[src/rtl/window_pingpong_scheduler.sv]
// Sequencer for the two-bank ping-pong window FIFO. It gates pixel writes into the fill bank,
// hands full banks to the consumer in FIFO order and frees each bank once it has been consumed.
module window_pingpong_scheduler #(
  parameter int unsigned WIN_W  = 12,
  parameter int unsigned ROW_W  = 7,
  parameter int unsigned NWIN_W = 16
) (
  input  logic              clk,
  input  logic              rst,
  input  logic              start,
  input  logic [WIN_W-1:0]  cfg_window_size,
  input  logic [ROW_W-1:0]  cfg_row_size,
  input  logic              cfg_stride,
  input  logic [NWIN_W-1:0] cfg_num_windows,
  input  logic              in_valid,
  output logic              in_ready,
  output logic [1:0]        bank_wr_en,
  input  logic [1:0]        bank_data_valid,
  output logic [1:0]        bank_ex_done,
  output logic              zero_buffering,
  output logic [ROW_W-1:0]  row_size_q,
  output logic              stride_q,
  output logic              out_valid,
  output logic              out_bank_sel,
  input  logic              out_ready,
  output logic              busy,
  output logic              frame_done
);

  typedef enum logic [1:0] {StEmpty, StFilling, StFull} bank_st_e;

  bank_st_e          bank_st_q [2];
  logic              running_q;
  logic              wr_bank_q;
  logic              rd_bank_q;
  logic [WIN_W-1:0]  win_size_q;
  logic [WIN_W-1:0]  beat_cnt_q;
  logic [NWIN_W-1:0] num_win_q;
  logic [NWIN_W-1:0] win_filled_q;
  logic [NWIN_W-1:0] win_done_q;
  logic [1:0]        ex_done_q;
  logic              zero_buf_q;

  logic wr_fire;
  logic rd_fire;
  logic last_beat;

  // The fill bank and the read bank are never the same bank while both fire: a write needs a
  // non-full bank and a read needs a full one.
  assign in_ready     = running_q && (bank_st_q[wr_bank_q] != StFull) &&
                        (win_filled_q < num_win_q);
  assign wr_fire      = in_valid && in_ready;
  assign bank_wr_en   = {wr_fire & wr_bank_q, wr_fire & ~wr_bank_q};
  assign last_beat    = (beat_cnt_q == win_size_q - WIN_W'(1));

  assign out_valid    = running_q && (bank_st_q[rd_bank_q] == StFull) &&
                        bank_data_valid[rd_bank_q];
  assign out_bank_sel = rd_bank_q;
  assign rd_fire      = out_valid && out_ready;
  assign frame_done   = rd_fire && (win_done_q == num_win_q - NWIN_W'(1));

  assign bank_ex_done   = ex_done_q;
  assign zero_buffering = zero_buf_q;
  assign busy           = running_q;

  always_ff @(posedge clk) begin
    if (rst) begin
      bank_st_q[0] <= StEmpty;
      bank_st_q[1] <= StEmpty;
      running_q    <= 1'b0;
      wr_bank_q    <= 1'b0;
      rd_bank_q    <= 1'b0;
      win_size_q   <= '0;
      beat_cnt_q   <= '0;
      num_win_q    <= '0;
      win_filled_q <= '0;
      win_done_q   <= '0;
      row_size_q   <= '0;
      stride_q     <= 1'b0;
      ex_done_q    <= 2'b00;
      zero_buf_q   <= 1'b0;
    end else begin
      ex_done_q  <= {rd_fire & rd_bank_q, rd_fire & ~rd_bank_q};
      zero_buf_q <= frame_done;
      if (!running_q) begin
        if (start && (cfg_window_size != '0) && (cfg_num_windows != '0)) begin
          running_q    <= 1'b1;
          win_size_q   <= cfg_window_size;
          num_win_q    <= cfg_num_windows;
          row_size_q   <= cfg_row_size;
          stride_q     <= cfg_stride;
          beat_cnt_q   <= '0;
          win_filled_q <= '0;
          win_done_q   <= '0;
          wr_bank_q    <= 1'b0;
          rd_bank_q    <= 1'b0;
          bank_st_q[0] <= StEmpty;
          bank_st_q[1] <= StEmpty;
        end
      end else if (frame_done) begin
        // Last window consumed: no writes can be pending, so the whole pipe returns to idle.
        running_q    <= 1'b0;
        beat_cnt_q   <= '0;
        win_filled_q <= '0;
        win_done_q   <= '0;
        wr_bank_q    <= 1'b0;
        rd_bank_q    <= 1'b0;
        bank_st_q[0] <= StEmpty;
        bank_st_q[1] <= StEmpty;
      end else begin
        if (wr_fire) begin
          if (last_beat) begin
            bank_st_q[wr_bank_q] <= StFull;
            beat_cnt_q           <= '0;
            wr_bank_q            <= ~wr_bank_q;
            win_filled_q         <= win_filled_q + NWIN_W'(1);
          end else begin
            bank_st_q[wr_bank_q] <= StFilling;
            beat_cnt_q           <= beat_cnt_q + WIN_W'(1);
          end
        end
        if (rd_fire) begin
          bank_st_q[rd_bank_q] <= StEmpty;
          rd_bank_q            <= ~rd_bank_q;
          win_done_q           <= win_done_q + NWIN_W'(1);
        end
      end
    end
  end

endmodule

[config.mk]
export PLATFORM = sky130hd
export DESIGN_NAME = window_pingpong_scheduler
export DESIGN_NICKNAME = d
export VERILOG_FILES = /design/src/rtl/window_pingpong_scheduler.sv
export SDC_FILE = /design/constraint.sdc
export NUM_CORES = 1
export LEC_CHECK = 0
export CAP_MARGIN = 25
export CORE_MARGIN = 2
export CORE_UTILIZATION = 30
export CTS_BUF_LIST = sky130_fd_sc_hd__clkbuf_4
export CTS_CLUSTER_SIZE = 24
export DETAILED_ROUTE_END_ITERATION = 10
export MAX_ROUTING_LAYER = met4
export SLEW_MARGIN = 10
export SYNTH_ARGS = -nofsm -noshare
export SYNTH_HDL_FRONTEND = slang
export SYNTH_SLANG_ARGS = --single-unit
[constraint.sdc]
create_clock -name clk -period 3.5 [get_ports clk]
set_clock_uncertainty 0.05 [all_clocks]
set_input_delay 0.35 -clock clk [delete_from_list [all_inputs] [get_ports clk]]
set_output_delay 0.35 -clock clk [all_outputs]
set_load 0.02 [all_outputs]
==> impl_metrics.ini <==
[run_status]
status = finished, final reports clean

[global_routing]
grt_use_total = 0.1595
antenna_found_initial = 0
grt_max_degree = 44
grt_pass1_wl_um = 24440
grt_pass1_vias = 4773
overflow = 0

[critical_path]
crit_top_cell = inv_1
max_stage_delay_ps = 460
r2r_slack_ps = 360
crit_path_start = num_win_q[1]
crit_type = flip-flop to output pin
crit_fanout = 5
worst_setup_path_start_kind = flip-flop
crit_buf_inv = 4
cpMaxStageDelayCell = dfxtp_1
crit_family = compound AO/OA/AOI/OAI gates
worstPathRequired_ps = 3100
r2r-start = num_win_q[1]
endpoint_kind = output pin
cp.arrival_ps = 2900
crit_chain = inv_1 -> ha_1 -> a2111o_1 -> a31oi_2 -> o2111ai_1 -> inv_1 -> nand2_1 -> inv_1 -> dlygate4sd2_1

[sta]
setup_ws_ps = 195.7
worstMarginPinSlew_ps = 734.8
finalCritPeriodShare = 0.9441
hold_violations = 0
drv_slew = 0
rsz0062_at_grt = no
fin_crit_ps = 3304
slew_headroom = 0.5078
timing.fmax_ghz = 0.3026
totalNegativeSetupSlack_ps = 0
setup_violations = 0

[pwr]
ir_drop_uv = 234.6
p_leak_nw = 2.379
power_mw = 2.471
powerDensity_nw_per_um2 = 375.5

[floorplan]
die_area_um2 = 19210
num_rows = 49
core_area_um2 = 17840
ios = 61
start_util = 0.3047
dieHeight_um = 138.6
die_w_um = 138.6

[clock_tree]
cts_max_path_buffers = 2
clk_transition_reported_paths_ps = 140
cts_tree = done
htree_levels = 3
cts_sinks = 92
clk-insertion-delay-late_ps = 470
cts_hold_buffers = 0
cts_root_buffer = clkbuf_4
cts_buffers = 9

[final_layout]
antenna_cells = 0
syn_to_final_growth_pct = 21.06
drive_gt1_frac = 0.08667
layout_common_cells = 104 x nand2_1, 88 x dfxtp_1, 69 x a21oi_1
nFillCells = 1831
final_common_cell = nand2_1
nets = 808
stdcell_area_um2 = 6581

[synth]
syn-num-nets = 748
synth_area_um2 = 5436
synthArstFlopShare = 0
synth_area_leaders = dfxtp_1 34%, nand2_1 7.2%, a21oi_1 6.4%
synth-seq-cells = 92
synth_top_area_frac = 0.3388
synth_edf_count = 0
synth_seq_area_share = 0.3388
yosysTopAreaCell = dfxtp_1
syn_avg_cell_area_um2 = 7.936
syn_inst = 685
yosysUniqueCellTypes = 66
ys.warnings.count = 0
synth_ff_type = dfxtp_1

[place]
place_ws_ps = 165.1
gp_congestion = 0.8636
placed_area_um2 = 6352
place_hpwl_um = 11260
portBuffers = 60

[detailed_routing]
wl_per_cell_um = 15.23
totalWireLength_um = 14910
via_count = 5091
firstDrtPassIters = 4
drtIter0Drc = 317
ant_nets = 0
vias_per_cell = 5.200
drc = 0

[worst_hold_path]
hp-start = rst
hold_class = primary input to flip-flop

[job]
cap_violations = 0
repair_timing:
| action | CTS | global route |
|---|---|---|
| hold endpoints to repair | 0 | 0 |
| gates resized for setup | 7 | 5 |
| buffers inserted | 0 | 0 |
| endpoints found under the setup margin | 3 | 16 |
power by group:
part / switching (mW) / internal (mW) / total (mW)
Clock: 0.385 / 0.443 / 0.827
Sequential: 0.0495 / 1.09 / 1.13
Combinational: 0.281 / 0.228 / 0.509
final cells by class:
type                    instances  area, µm²  area share
inverters                      27      101.3     0.01540
flip-flops and latches         92       1847      0.2806
multi-input cells             531       3367      0.5116
well taps                     229      286.5     0.04354
clock inverters                 6      136.4     0.02072
clock buffers                  10      75.07     0.01141
repair buffers                 84      768.2      0.1167
cells in the mapped netlist, types with 3 or more instances:
master      n
or3_1       6
a311oi_1    4
nand2b_1    6
a31oi_1    11
nor4_1     11
o21ai_0    19
nor2_1     47
xnor2_1    22
a21oi_1    69
dfxtp_1    92
a211oi_1    4
o22ai_1     3
nor3_1     14
and3_1     12
and2_1      4
nand3b_1    3
nand4_1    25
nand2_1   104
nand4b_1    6
buf_2       4
o31ai_1     6
and4_1      5
a2111o_1    3
nand3_1    25
buf_1       4
or4_1      12
mux2i_1     8
xor2_1     30
clkbuf_1   24
ha_1       20
a21o_1      3
o211ai_1    9
inv_1      26
cells by family (layout without fill, tap and decap cells):
| kind of cell | Yosys count | after routing | synth area share |
|---|---|---|---|
| compound gates | 151 | 151 | 0.1763 |
| simple gates | 298 | 298 | 0.2870 |
| mux | 9 | 9 | 0.01680 |
| xor+xnor | 53 | 53 | 0.08792 |
| fa+ha+maj | 20 | 20 | 0.04603 |
| flops | 92 | 92 | 0.3388 |
| buf+inv | 62 | 127 | 0.04718 |
per-stage QoR:
| stage | std cells | util | hold WS (ps) |
|---|---|---|---|
| 6_report | 979 | 0.3689 | 295.5 |
| 5_1_grt | 979 | 0.3689 | 295.7 |
| 4_1_cts | 979 | 0.3680 | 268.5 |
| 3_5_place_dp | 963 | 0.3561 | 401.2 |
| 3_3_place_gp | 963 | 0.3561 | 392.9 |
| 2_1_floorplan | 685 | - | 399.6 |
per-layer routing:
layer | vias up | track usage | wire [µm]
met4 | 0 | 0.04732 | 263
met1 | 2379 | 0.2050 | 6945
met3 | 19 | 0.03073 | 727
li1 | 2595 | - | -
met2 | 98 | 0.2561 | 6969
met5 | - | - | 0
state kept, by name (all words and copies together), names as in the netlist, named ones only:
register        flops
win_done_q         16
wr_bank_q           1
busy                1
win_size_q         12
num_win_q          16
bank_st_q           4
win_filled_q       16
bank_ex_done        2
out_bank_sel        1
row_size_q          7
zero_buffering      1
stride_q            1
beat_cnt_q         12
path summary, 6_finish.rpt:
| check | end | depth (start not counted) |
|---|---|---|
| worst min register to register | row_size_q[0] | 2 |
| worst max register to register | beat_cnt_q[11] | 11 |
| worst max-delay path | bank_wr_en[1] | 9 |
| worst min-delay path | win_filled_q[2] | 2 |
No activity file was read; power rests on OpenSTA's default activity.
